`src/rtl/micro_tile_scheduler_if.sv`:
```
// Bundle of config, tile-side and pad-bus signals between the micro-tile array
// and the time-slice scheduler.
interface micro_tile_scheduler_if #(
  parameter int N_TILES = 4
);
  localparam int SEL_W = $clog2(N_TILES);

  logic                   cfg_we;
  logic [1:0]             cfg_addr;
  logic [7:0]             cfg_wdata;
  logic [N_TILES-1:0]     tile_req;
  logic [8*N_TILES-1:0]   tile_out;
  logic [N_TILES-1:0]     tile_grant;
  logic [N_TILES-1:0]     tile_rst;
  logic [SEL_W-1:0]       sel;
  logic                   busy;
  logic [7:0]             bus_out;

  modport master (
    output cfg_we, cfg_addr, cfg_wdata, tile_req, tile_out,
    input  tile_grant, tile_rst, sel, busy, bus_out
  );

  modport slave (
    input  cfg_we, cfg_addr, cfg_wdata, tile_req, tile_out,
    output tile_grant, tile_rst, sel, busy, bus_out
  );
endinterface

```
`src/rtl/micro_tile_scheduler.sv`:
```
// Round-robin time-slice scheduler: one tile at a time is released from reset
// and drives the shared 8-bit pad bus for a programmable dwell period.
module micro_tile_scheduler #(
  parameter int N_TILES     = 4,
  parameter int DWELL_W     = 8,
  parameter int PREP_CYCLES = 2
) (
  input  logic                   clk,
  input  logic                   rst,
  micro_tile_scheduler_if.slave  io
);
  localparam int SEL_W = $clog2(N_TILES);
  localparam int PC_W  = $clog2(PREP_CYCLES + 1);

  localparam logic [1:0] IDLE = 2'd0;
  localparam logic [1:0] PREP = 2'd1;
  localparam logic [1:0] RUN  = 2'd2;

  logic [1:0]         state;
  logic [SEL_W-1:0]   sel_r;
  logic [SEL_W-1:0]   ptr;
  logic [PC_W-1:0]    prep_cnt;
  logic [DWELL_W-1:0] dwell_cnt;
  logic [DWELL_W-1:0] dwell_len;
  logic [N_TILES-1:0] enable_mask;
  logic [N_TILES-1:0] eligible;
  logic [SEL_W:0]     pick;
  logic               pick_found;
  logic [SEL_W-1:0]   pick_idx;
  logic [7:0]         bus_p1;

  // First eligible tile after 'last', wrapping; 'last' itself is checked last.
  function automatic logic [SEL_W:0] rr_pick(input logic [N_TILES-1:0] elig,
                                             input logic [SEL_W-1:0]   last);
    logic [SEL_W:0]   res;
    logic [SEL_W-1:0] idx;
    res = '0;
    for (int k = N_TILES; k >= 1; k--) begin
      idx = SEL_W'((int'(last) + k) % N_TILES);
      if (elig[idx]) res = {1'b1, idx};
    end
    return res;
  endfunction

  function automatic logic [DWELL_W-1:0] clamp_dwell(input logic [7:0] w);
    logic [DWELL_W-1:0] v;
    v = DWELL_W'(w);
    return (v == '0) ? DWELL_W'(1) : v;
  endfunction

  always_comb begin
    eligible   = io.tile_req & enable_mask;
    pick       = rr_pick(eligible, ptr);
    pick_found = pick[SEL_W];
    pick_idx   = pick[SEL_W-1:0];
  end

  always_ff @(posedge clk) begin
    if (rst) begin
      state       <= IDLE;
      sel_r       <= '0;
      ptr         <= SEL_W'(N_TILES - 1);
      prep_cnt    <= '0;
      dwell_cnt   <= '0;
      dwell_len   <= DWELL_W'(16);
      enable_mask <= '1;
      bus_p1      <= 8'h00;
    end else begin
      // p1: pad bus registered from the tile selected during RUN
      bus_p1 <= (state == RUN) ? io.tile_out[{sel_r, 3'b000} +: 8] : 8'h00;

      // Config writes only touch the stored values; live counters reload later.
      if (io.cfg_we) begin
        case (io.cfg_addr)
          2'd0:    dwell_len   <= clamp_dwell(io.cfg_wdata);
          2'd1:    enable_mask <= io.cfg_wdata[N_TILES-1:0];
          default: ;
        endcase
      end

      case (state)
        IDLE: begin
          if (pick_found) begin
            state    <= PREP;
            sel_r    <= pick_idx;
            ptr      <= pick_idx;
            prep_cnt <= PC_W'(PREP_CYCLES - 1);
          end
        end
        PREP: begin
          if (!eligible[sel_r]) begin
            state <= IDLE;
          end else if (prep_cnt == '0) begin
            state     <= RUN;
            dwell_cnt <= dwell_len;
          end else begin
            prep_cnt <= prep_cnt - 1'b1;
          end
        end
        RUN: begin
          // A dropped request or an expiry with a competitor ends the slice.
          if (!eligible[sel_r] ||
              (dwell_cnt == DWELL_W'(1) && pick_found && pick_idx != sel_r)) begin
            if (pick_found) begin
              state    <= PREP;
              sel_r    <= pick_idx;
              ptr      <= pick_idx;
              prep_cnt <= PC_W'(PREP_CYCLES - 1);
            end else begin
              state <= IDLE;
            end
          end else if (dwell_cnt == DWELL_W'(1)) begin
            dwell_cnt <= dwell_len;
          end else begin
            dwell_cnt <= dwell_cnt - 1'b1;
          end
        end
        default: state <= IDLE;
      endcase
    end
  end

  assign io.sel        = sel_r;
  assign io.busy       = (state != IDLE);
  assign io.tile_grant = (state != IDLE) ? (N_TILES'(1) << sel_r) : '0;
  assign io.tile_rst   = (state == RUN) ? ~(N_TILES'(1) << sel_r) : '1;
  assign io.bus_out    = bus_p1;
endmodule

```
`src/flat_wrapper.sv`:
```
// flat-port wrapper written by rule: the top's interface ports become plain ports
module micro_tile_scheduler_flat 
#(
  parameter int N_TILES     = 4,
  parameter int DWELL_W     = 8,
  parameter int PREP_CYCLES = 2
)
  (clk, rst, io_cfg_we, io_cfg_addr, io_cfg_wdata, io_tile_req, io_tile_out, io_tile_grant, io_tile_rst, io_sel, io_busy, io_bus_out);
  micro_tile_scheduler_if #(.N_TILES(N_TILES)) io_i ();
  input  logic clk;
  input  logic rst;
  input wire logic [$bits(io_i.cfg_we)-1:0] io_cfg_we;
  input wire logic [$bits(io_i.cfg_addr)-1:0] io_cfg_addr;
  input wire logic [$bits(io_i.cfg_wdata)-1:0] io_cfg_wdata;
  input wire logic [$bits(io_i.tile_req)-1:0] io_tile_req;
  input wire logic [$bits(io_i.tile_out)-1:0] io_tile_out;
  output wire logic [$bits(io_i.tile_grant)-1:0] io_tile_grant;
  output wire logic [$bits(io_i.tile_rst)-1:0] io_tile_rst;
  output wire logic [$bits(io_i.sel)-1:0] io_sel;
  output wire logic [$bits(io_i.busy)-1:0] io_busy;
  output wire logic [$bits(io_i.bus_out)-1:0] io_bus_out;
  assign io_i.cfg_we = io_cfg_we;
  assign io_i.cfg_addr = io_cfg_addr;
  assign io_i.cfg_wdata = io_cfg_wdata;
  assign io_i.tile_req = io_tile_req;
  assign io_i.tile_out = io_tile_out;
  assign io_tile_grant = io_i.tile_grant;
  assign io_tile_rst = io_i.tile_rst;
  assign io_sel = io_i.sel;
  assign io_busy = io_i.busy;
  assign io_bus_out = io_i.bus_out;
  micro_tile_scheduler #(.N_TILES(N_TILES), .DWELL_W(DWELL_W), .PREP_CYCLES(PREP_CYCLES)) u_core (.clk(clk), .rst(rst), .io(io_i));
endmodule
```
`config.mk`:
```
export PLATFORM = sky130hd
export DESIGN_NAME = micro_tile_scheduler_flat
export DESIGN_NICKNAME = d
export VERILOG_FILES = /design/src/rtl/micro_tile_scheduler_if.sv /design/src/rtl/micro_tile_scheduler.sv /design/src/flat_wrapper.sv
export SDC_FILE = /design/constraint.sdc
export NUM_CORES = 1
export LEC_CHECK = 0
export ABC_CLOCK_PERIOD_IN_PS = 6500
export BUFFER_PORTS_ARGS = -buffer_cell sky130_fd_sc_hd__buf_4
export CORE_AREA = 2 2 74 76
export DETAILED_ROUTE_END_ITERATION = 8
export DIE_AREA = 0 0 76 78
export GPL_ROUTABILITY_DRIVEN = 0
export PLACE_DENSITY = 0.7
export SYNTH_ARGS = -nofsm -noshare
export SYNTH_HDL_FRONTEND = slang
export SYNTH_SLANG_ARGS = --single-unit
```
`constraint.sdc`:
```
create_clock -name clk -period 6.5 [get_ports clk]
set_input_delay 0.65 -clock clk [delete_from_list [all_inputs] [get_ports clk]]
set_output_delay 0.65 -clock clk [all_outputs]
set_load 0.02 [all_outputs]
```
==> results.md, run 1 <==
* Top cell type by total area after synthesis: dfxtp_1
* Xor/xnor share of the synthesized area at 0.391%
* Pwr per Cell Area at 199 nW/um^2
* Fin. max-slew vios at 0
* Post-synthesis sequential area ratio at 32.1%
* Cts repair resizes at 0
* Initial antenna violation count at 0
* Hold buffer count at CTS at 0
* Ranking of synthesized cells by area: dfxtp_1 32%, mux4_2 9.0%, mux2i_1 5.4%
* Cell Area, Synth at 2240 um^2
* CP Capture Type: register
* Max incr delay on CP at 0.92 ns
* Total CTS buffers at 5
* Setup bufs post-CTS at 0
* R2r setup slk at 3.86 ns
* Slew @ Worst Pin at 0.902 ns
* CP Class: reg -> reg
* Critical Path Fanout Max at 21
* DRC at 0
* Yosys reg bits at 36
* R2r startpoint: u_core.io.sel[0]$_SDFFE_PP0P_
* Max IR drop VDD at 0.104 mV
* Slowest stage cell, crit path: dfxtp_1
* Endpoints failing setup at 0
* Max frequency at 0.379 GHz
* Compound-Gate Fraction of Synth Area at 17.1%
* Status: finished, final reports clean
* Synth top area share at 32.1%
* WHS Endpoint: u_core.enable_mask[2]$_SDFFE_PP1P_
* Fin crit share at 40.6%
* Worst-path clk slew at 0.07 ns
* Rows at 26
* WP data required at 6.68 ns
* Worst path cell trace: o2111ai_1 > a2111o_1 > o2111a_2 > a21oi_2 > mux2_2
* Grt total ovfl at 0
* Worst hold stages at 1
* Avg Vias per Cell at 5.49
* Max-cap violations at 0
* Ant diodes at 0
* Port Buf Inserts at 67
* Total Wirelength at 5310 um
* Largest net degree at the start of global routing at 47
* Initial core utilization at 44.5%
* Reg2reg end: u_core.dwell_cnt[4]$_SDFFE_PP0P_
* TritonRoute pass-1 iters at 4
* I/O pin count at 68
* Root Driver: clkbuf_8
* First-pass GRT wire length at 9140 um
* Post-Synth Simple-Gate Area at 28.2%
* ANT nets after route at 0
* Number of flops mapped to enable cells by yosys at 0
* H-tree depth at 2
* Vias in the first global route at 1,909
* Share of cells above drive strength 1 at 33.7%
* Final TNS setup at 0 ns
* Relative slew slack at 39.8%
* HP Class: reg -> reg
* Layout Nets at 357
* Layout Cells excl Fill at 376
* Synth warn at 0
* Post-Synthesis Net Count at 293
* Clock Skew at 0.00676 ns
* Clock period minus worst slack at 2.64 ns
* Die area at 5930 um^2
* Overall Power at 571 uW
* Asr flop ratio synth at 0%
* Syn avg cell area at 9.30 um^2
* Main synth FF type: dfxtp_1
* Pleak at 0.00116 uW
* Main combinational cell family by area after synthesis: simple AND/OR/NAND/NOR gates
* Worst Slack Setup Final at 3.86 ns
* Die width at 76 um
* Non-Filler Cell Area, Final at 2870 um^2
* CTS max path bufs at 2
* # fillers at 467
* Mux contribution to synthesized area at 15.6%
* Worst slack, placed at 3.77 ns
* Drt wl/cell at 14.1 um
* Dpl cells at 368
* Detail Placement HPWL at 4050 um
* Post-Synthesis Cells at 241
* Layout area overhead at 28.0%
* DR iter-0 viols at 105
* CTS tree: done
* Latest clock arrival within the worst-skew pair at 0.29 ns
* Die Span Y at 78 um
* Core ar. at 5040 um^2
* Data arrival, critical path at 2.81 ns
* Dpl cell area at 2780 um^2
* Netlist cell types at 61
* Clock Sinks at 36
* Via count at 2,066
* Fin. Hold Viols at 0
* Synth Area in Adders at 1.67%
* GR Util All Layers at 19.0%
* Hold path startpoint: u_core.enable_mask[2]$_SDFFE_PP1P_
* Cells on worst reg2reg path at 5
* RSZ-0062 raised after global routing: false
* CP Launch Type: register
## synthesized netlist by cell type (4+ instances only)
master     n
dfxtp_1   36
nor2_1    27
nor2b_1   13
mux2i_1   12
inv_1     11
mux4_2     9
nand2b_1   9
a21oi_1    8
clkbuf_1   8
nand2_1    8
nor3_1     8
a211o_1    7
nand3_1    6
nor3b_1    5
o21ai_0    5
and3_1     4
nor4_1     4
## where the power goes
group / internal (uW) / switching, uW
clock network: 84.5 / 79.2
registers: 233 / 24.0
logic: 83.6 / 66.7
## placed cells by master, fill, tap and decap left out, types with 3 or more instances in the layout
master    netlist  routed
nand2b_1        9       9
nor3_1          8       8
nor2b_1        13      13
buf_4           1      69
dfxtp_1        36      36
a211o_1         7       7
and3_1          4       4
clkbuf_8        2       6
nor4_1          4       4
nand3b_1        3       3
mux2i_1        12      12
or3_1           3       3
nor3b_1         5       5
a21oi_1         8       8
nand3_1         6       6
nand2_1         8       8
o21ai_0         5       5
nor2_1         27      27
mux4_2          9       9
ha_1            3       3
inv_1          11      11
## cell families after synthesis
kind of cell | count (synthesis)
flip-flops | 36
buffers and inverters | 23
AND/OR/NAND/NOR | 108
multiplexers | 23
XOR/XNOR | 1
AO/OA/AOI/OAI | 47
adder cells (fa/ha/maj) | 3
## worst max path at each step
| stage | depth (start not counted) | from | end |
|---|---|---|---|
| finish | 5 | u_core.io.sel[0]$_SDFFE_PP0P_ | u_core.dwell_cnt[4]$_SDFFE_PP0P_ |
| global route | 5 | u_core.io.sel[0]$_SDFFE_PP0P_ | u_core.dwell_cnt[4]$_SDFFE_PP0P_ |
| CTS | 5 | u_core.io.sel[0]$_SDFFE_PP0P_ | u_core.dwell_cnt[4]$_SDFFE_PP0P_ |
| detailed placement | 7 | io_tile_req[3] | u_core.dwell_cnt[4]$_SDFFE_PP0P_ |
| global placement | 7 | io_tile_req[3] | u_core.dwell_cnt[4]$_SDFFE_PP0P_ |
| floorplan | 6 | io_tile_req[3] | u_core.io.sel[0]$_SDFFE_PP0P_ |
## area by class of cell
type	count	area, um^2	area share [%]
repair buffers	69	518	18.0
clock buffers	6	82.6	2.88
clock inverters	2	10.0	0.349
well taps	70	87.6	3.05
multi-input cells	182	1410	49.1
inverters	11	41.3	1.44
flip-flops and latches	36	721	25.1
## metal layers
| layer | vias up | global-route usage, % | share of wire, % | routed length, um |
|---|---|---|---|---|
| met4 | 0 | 5.45 | 1.2 | 63 |
| met1 | 960 | 23.1 | 45 | 2380 |
| li1 | 1022 | - | - | - |
| met5 | - | 0 | 0 | 0 |
| met3 | 7 | 6.51 | 8.6 | 458 |
| met2 | 77 | 31.9 | 45 | 2410 |
## through the flow
step | utilization, % | hold WS, ns
after floorplan | - | 0.459
after global placement | 55.1 | 0.479
after detailed placement | 55.1 | 0.483
after CTS | 56.9 | 0.500
after global routing | 56.9 | 0.533
final | 56.9 | 0.502
## worst max-delay path: cells and delay by family, from the launching register on
family	cells	cell delay [ns]
AO/OA/AOI/OAI	4	1.22
flip-flops	1	0.92
multiplexers	1	0.39
## sequential cells by signal, indices dropped and copies added (netlist names)
signal and cells:
u_core.state 2, u_core.prep_cnt 2, u_core.enable_mask 4, u_core.io.bus_out 8
u_core.dwell_cnt 8, u_core.io.sel 2, u_core.ptr 2, u_core.dwell_len 8
Power figures use the tool's default switching activity.
==> run 2: changes to the inputs <==
Settings changed: ABC_CLOCK_PERIOD_IN_PS 6500 to 2300, PLACE_DENSITY 0.7 to 0.73.
Clock period 6.5 ns to 2.3 ns, I/O delays scaled along.
==> results.md, run 2 (synthesized netlist as in run 1, its figures left out) <==
* Worst-path clk slew at 0.07 ns (about the same)
* Max frequency at 0.451 GHz (+19%)
* NetSw at 482 uW (+180%)
* Port Buf Inserts at 67 (unchanged)
* Clock Skew at 0.00461 ns (-0.00215 ns)
* Seq. cell area at 724 um^2 (+0.52%)
* Fin crit share at 96.4% (+56 points)
* Internal power at 1170 uW (+190%)
* Initial core utilization at 44.5% (unchanged)
* Layout Nets at 373 (+4.5%)
* Drt wl/cell at 15.2 um (+7.7%)
* Share of cells above drive strength 1 at 38.2% (+4.5 points)
* Hold path startpoint: io_cfg_wdata[4]
* First-pass GRT wire length at 9640 um (+5.4%)
* Root Driver: clkbuf_8
* Ant diodes at 0 (unchanged)
* Reg2reg end: u_core.dwell_cnt[0]$_SDFFE_PP0P_
* Initial antenna violation count at 0 (unchanged)
* Crit path from: u_core.dwell_cnt[3]$_SDFFE_PP0P_
* HP Class: in -> reg
* TritonRoute pass-1 iters at 4 (unchanged)
* Dpl cells at 381 (+3.5%)
* Fin. Hold Viols at 0 (unchanged)
* Core ar. at 5040 um^2 (unchanged)
* ANT nets after route at 0 (unchanged)
* R2r startpoint: u_core.dwell_cnt[3]$_SDFFE_PP0P_
* Pleak at 0.00124 uW (+6.5%)
* CP Capture Type: register
* DR iter-0 viols at 106 (+0.95%)
* CTS max path bufs at 2 (unchanged)
* CP bufs+invs at 1 (+1)
* Clock Sinks at 36 (unchanged)
* Hold slack at 0.162 ns (-0.339 ns)
* Detail Placement HPWL at 4470 um (+10%)
* Hold buffer count at CTS at 0 (unchanged)
* Via count at 2,140 (+3.6%)
* Seq pwr share at 42.2% (-2.8 points)
* Slowest stage cell, crit path: nor4_4
* Most common cell after layout, fill and taps aside: buf_4
* I/O pin count at 68 (unchanged)
* Delay-heaviest family, CP: compound AO/OA/AOI/OAI gates
* Status: finished, final reports clean
* Critical Path Fanout Max at 6 (-71%)
* WP data required at 2.52 ns (-4.16 ns)
* Worst path cell trace: nor4_4 > o211ai_2 > or2_1 > o2111a_2 > buf_4 > a2111o_1 > nand4_1
* WP depth at 7 (+2)
* Max-cap violations at 0 (unchanged)
* Critical path endpoint: u_core.dwell_cnt[0]$_SDFFE_PP0P_
* Max IR drop VDD at 0.264 mV (+150%)
* Grt total ovfl at 0 (unchanged)
* Max incr delay on CP at 0.40 ns (-0.52 ns)
* CP Launch Type: register
* Vias in the first global route at 2,065 (+8.2%)
* Layout area overhead at 34.4%
* Total Wirelength at 5970 um (+12%)
* Largest net degree at the start of global routing at 47 (unchanged)
* Logic pwr share at 30.5% (+4.2 points)
* Endpoints failing setup at 0 (unchanged)
* Sw Ratio at 29.1% (-0.63 points)
* H-tree depth at 2 (unchanged)
* DRC at 0 (unchanged)
* Cells on worst reg2reg path at 7 (+2)
* Latest clock arrival within the worst-skew pair at 0.29 ns (about the same)
* RSZ-0062 raised after global routing: true
* Total CTS buffers at 5 (unchanged)
* Commonest non-fill, non-tap cells in the layout: 84 x buf_4, 33 x dfxtp_1, 27 x nor2_1
* Clock period minus worst slack at 2.22 ns (-0.421 ns)
* Multi-input logic area at 1430 um^2 (+1.3%)
* Die width at 76 um (unchanged)
* Slew @ Worst Pin at 0.420 ns (-0.482 ns)
* Clock power frac at 27.4% (-1.3 points)
* Fin. max-slew vios at 0 (unchanged)
* CP Class: reg -> reg
* Avg Vias per Cell at 5.46 (-0.65%)
* Relative slew slack at 72.0% (+32 points)
* Die area at 5930 um^2 (unchanged)
* Rows at 26 (unchanged)
* R2r setup slk at 0.08 ns (-3.78 ns)
* Data arrival, critical path at 2.44 ns (-0.37 ns)
* Finished Core Util at 59.8% (+2.9 points)
* Pwr per Cell Area at 549 nW/um^2 (+180%)
* CTS tree: done
* Die Span Y at 78 um (unchanged)
* # fillers at 460 (-1.5%)
* GR Util All Layers at 20.3% (+1.3 points)
* Layout Cells excl Fill at 392 (+4.3%)
-- run 2: changes by cell type in the layout (fill, tap and decap cells not counted), moves of 2 or more --
cell	change
buf_4	+15
dfxtp_2	+3
dfxtp_1	-3
clkinv_2	-2
clkbuf_1	+2
-- run 2: layout make-up --
class | count | area share (%)
clock buffers | 8 | 2.99
inverters | 11 | 1.37
multi-input cells | 182 | 47.4
flip-flops and latches | 36 | 24.0
well taps | 70 | 2.91
repair buffers | 85 | 21.3
-- run 2: worst min-delay path by stage --
stage / to / cells after the start / slack [ns]
2_1_floorplan: u_core.dwell_len[4]$_SDFFE_PP1P_ / 1 / 0.35
3_3_place_gp: u_core.dwell_len[4]$_SDFFE_PP1P_ / 2 / 0.45
3_5_place_dp: u_core.dwell_len[4]$_SDFFE_PP1P_ / 2 / 0.46
4_1_cts: u_core.dwell_len[4]$_SDFFE_PP1P_ / 2 / 0.16
5_1_grt: u_core.dwell_len[4]$_SDFFE_PP1P_ / 2 / 0.16
6_report: u_core.dwell_len[4]$_SDFFE_PP1P_ / 2 / 0.16
-- run 2: power groups by stage --
| stage | logic [uW] | registers [uW] | clock network (uW) |
|---|---|---|---|
| 4_1_cts | 493 | 697 | 469 |
| 3_3_place_gp | 484 | 709 | 0 |
| 6_report | 504 | 698 | 453 |
| 3_5_place_dp | 491 | 710 | 0 |
| 5_1_grt | 545 | 704 | 500 |
| 2_1_floorplan | 310 | 709 | 0 |
-- run 2: what timing repair did --
item / CTS / global route
resized for setup: 0 / 8
endpoints found under the setup margin: 0 / 11
setup buffers: 0 / 3
-- run 2: metal layers --
metal  up-vias  share of wire [%]  global-route usage, %
met1       988                 41                   22.9
met4         0                1.5                   6.73
met2        88                 49                   36.1
li1       1056                  -                      -
met3         8                8.1                   6.74
met5         -                  0                      0
-- run 2: stage by stage --
| step | total power (uW) | cell area, um^2 | setup slack, ns | setup TNS (ns) |
|---|---|---|---|---|
| after global routing | 1750 | 3010 | -0.0353 | -0.0360 |
| after floorplan | 1020 | 2240 | 0.0301 | 0 |
| after detailed placement | 1200 | 2880 | 0.0685 | 0 |
| after CTS | 1660 | 2970 | 0.0503 | 0 |
| final | 1650 | 3010 | 0.0832 | 0 |
| after global placement | 1190 | 2880 | 0.153 | 0 |
==> run 3: changes to the inputs <==
==> constraint.sdc (replaced) <==
create_clock -name clk -period 2.3 [get_ports clk]
set_input_delay 0.115 -clock clk [delete_from_list [all_inputs] [get_ports clk]]
set_output_delay 0.115 -clock clk [all_outputs]
set_load 0.02 [all_outputs]
==> results.md, run 3 (synthesized netlist as in run 1, its figures left out) <==
* DR iter-0 viols at 70 (-34%)
* NetSw at 494 uW (+2.5%)
* Seq pwr share at 41.4% (-0.8 points)
* Detail Placement HPWL at 4390 um (-1.7%)
* Delay-heaviest family, CP: compound AO/OA/AOI/OAI gates
* Most common cell after layout, fill and taps aside: buf_4
* Slew @ Worst Pin at 0.484 ns (+0.0643 ns)
* Fin. Hold Viols at 0 (unchanged)
* Pwr per Cell Area at 556 nW/um^2 (+1.3%)
* Data arrival, critical path at 2.37 ns (-0.07 ns)
* Largest net degree at the start of global routing at 47 (unchanged)
* Commonest non-fill, non-tap cells in the layout: 84 x buf_4, 33 x dfxtp_1, 27 x nor2_1
* Initial core utilization at 44.5% (unchanged)
* Vias in the first global route at 2,003 (-3.0%)
* # fillers at 451 (-2.0%)
* Root Driver: clkbuf_8
* Die width at 76 um (unchanged)
* Fin. max-slew vios at 0 (unchanged)
* HP Class: in -> reg
* Relative slew slack at 67.7% (-4.3 points)
* Hold buffer count at CTS at 0 (unchanged)
* H-tree depth at 2 (unchanged)
* Die Span Y at 78 um (unchanged)
* CP Launch Type: register
* DR WL met2 at 2770 um (-5.4%)
* Latest clock arrival within the worst-skew pair at 0.29 ns (about the same)
* Rows at 26 (unchanged)
* Endpoints failing setup at 0 (unchanged)
* Total Wirelength at 5830 um (-2.3%)
* Via count at 2,128 (-0.56%)
* Max incr delay on CP at 0.38 ns (-0.02 ns)
* TritonRoute pass-1 iters at 4 (unchanged)
* DRC at 0 (unchanged)
* WL met3 at 491 um (+2.1%)
* Status: finished, final reports clean
* Core ar. at 5040 um^2 (unchanged)
* Initial antenna violation count at 0 (unchanged)
* Max-cap violations at 0 (unchanged)
* Fin crit share at 95.0% (-1.3 points)
* Die area at 5930 um^2 (unchanged)
* GR Util All Layers at 19.9% (-0.40 points)
* Clock Sinks at 36 (unchanged)
* Worst Slack Setup Final at 0.114 ns (+0.0307 ns)
* Pleak at 0.00125 uW (+1.1%)
* CTS max path bufs at 2 (unchanged)
* Max IR drop VDD at 0.244 mV (-7.8%)
* Drt wl/cell at 14.9 um (-2.3%)
* Share of cells above drive strength 1 at 38.8% (+0.62 points)
* Layout area overhead at 35.3%
* Clock power frac at 29.1% (+1.7 points)
* M1 WL at 2470 um (+0.16%)
* Critical Path Fanout Max at 4 (-2)
* I/O pin count at 68 (unchanged)
* CP Class: reg -> reg
* RSZ-0062 raised after global routing: true
* Clock period minus worst slack at 2.19 ns (-0.0307 ns)
* Finished Core Util at 60.2% (+0.40 points)
* Internal power at 1190 uW (+1.7%)
* Total CTS buffers at 5 (unchanged)
* Logic pwr share at 29.6% (-0.9 points)
* Grt total ovfl at 0 (unchanged)
* Ant diodes at 0 (unchanged)
* Worst slack, placed at 0.0712 ns (+0.00264 ns)
* Layout Nets at 374 (+0.27%)
* Worst-path clk slew at 0.07 ns (about the same)
* CTS tree: done
* Worst path cell trace: inv_2 > ha_4 > nor3b_4 > o2111ai_2 > a2111o_1 > o2111a_2 > a211oi_4 > mux2_4
* CP bufs+invs at 1 (unchanged)
* Sw Ratio at 29.3% (+0.17 points)
* ANT nets after route at 0 (unchanged)
* Top layer in use: met4
* Port Buf Inserts at 67 (unchanged)
* Max frequency at 0.457 GHz (+1.4%)
* First-pass GRT wire length at 9450 um (-2.0%)
* CP Capture Type: register
* Avg Vias per Cell at 5.43 (-0.56%)
* WP data required at 2.49 ns (-0.03 ns)
* Clock Skew at 0.00427 ns (-0.000339 ns)
* Slowest stage cell, crit path: a2111o_1
## run 3: cell types whose count changed in the layout (fill, tap and decap cells not counted), sizes merged
| cell | before | now |
|---|---|---|
| buf | 85 | 86 |
| clkbuf | 8 | 7 |
## run 3: cell type report
type,count,area (um^2),share of cell area [%]
Clock buffer,7,96.3,3.18
Inverter,11,41.3,1.36
Multi-Input combinational cell,182,1430,47.1
Sequential cell,36,727,24.0
Tap cell,70,87.6,2.89
Timing Repair Buffer,86,653,21.5
## run 3: power by group through the flow
stage	clock, uW	combinational [uW]	sequential [uW]
3_5_place_dp	0	490	710
6_report	491	499	698
4_1_cts	508	493	697
5_1_grt	522	540	703
2_1_floorplan	0	310	709
3_3_place_gp	0	484	709
## run 3: final timing paths
kind / from / end / slack [ns] / cells past startpoint
setup reg to reg: u_core.dwell_cnt[1]$_SDFFE_PP0P_ / u_core.io.sel[0]$_SDFFE_PP0P_ / 0.11 / 8
hold / removal: io_cfg_wdata[4] / u_core.dwell_len[4]$_SDFFE_PP1P_ / 0.04 / 2
setup / recovery: u_core.dwell_cnt[1]$_SDFFE_PP0P_ / u_core.io.sel[0]$_SDFFE_PP0P_ / 0.11 / 8
hold reg to reg: u_core.dwell_cnt[1]$_SDFFE_PP0P_ / u_core.dwell_cnt[1]$_SDFFE_PP0P_ / 0.49 / 2
## run 3: worst register-to-register path: cells and delay by family (launching register included)
family / cells / cell delay (ns)
AOI/OAI and AO/OA: 4 / 0.98
adders and majority gates: 1 / 0.13
buffers and inverters: 1 / 0.08
DFF: 1 / 0.33
muxes: 1 / 0.32
and+or+nand+nor: 1 / 0.25
## run 3: repair_timing
item                                    4_1_cts  5_1_grt
setup buffers                                 0        4
resized for setup                             0       10
endpoints found under the setup margin        0       14
## run 3: per-stage QoR
stage / instances / instance area, um^2 / hold slack [ns] / TNS (ns) / total power (uW)
after global placement: 381 / 2880 / 0.336 / 0 / 1190
after detailed placement: 381 / 2880 / 0.339 / 0 / 1200
after floorplan: 241 / 2240 / 0.233 / 0 / 1020
after global routing: 392 / 3030 / 0.0443 / -0.145 / 1770
final: 392 / 3030 / 0.0389 / 0 / 1690
after CTS: 388 / 2970 / 0.0322 / 0 / 1700
## run 3: per-layer routing
metal | GRT usage, % | vias up
li1 | - | 1055
met1 | 23.1 | 984
met2 | 34.7 | 80
met3 | 6.74 | 9
met4 | 6.00 | 0
met5 | 0 | -
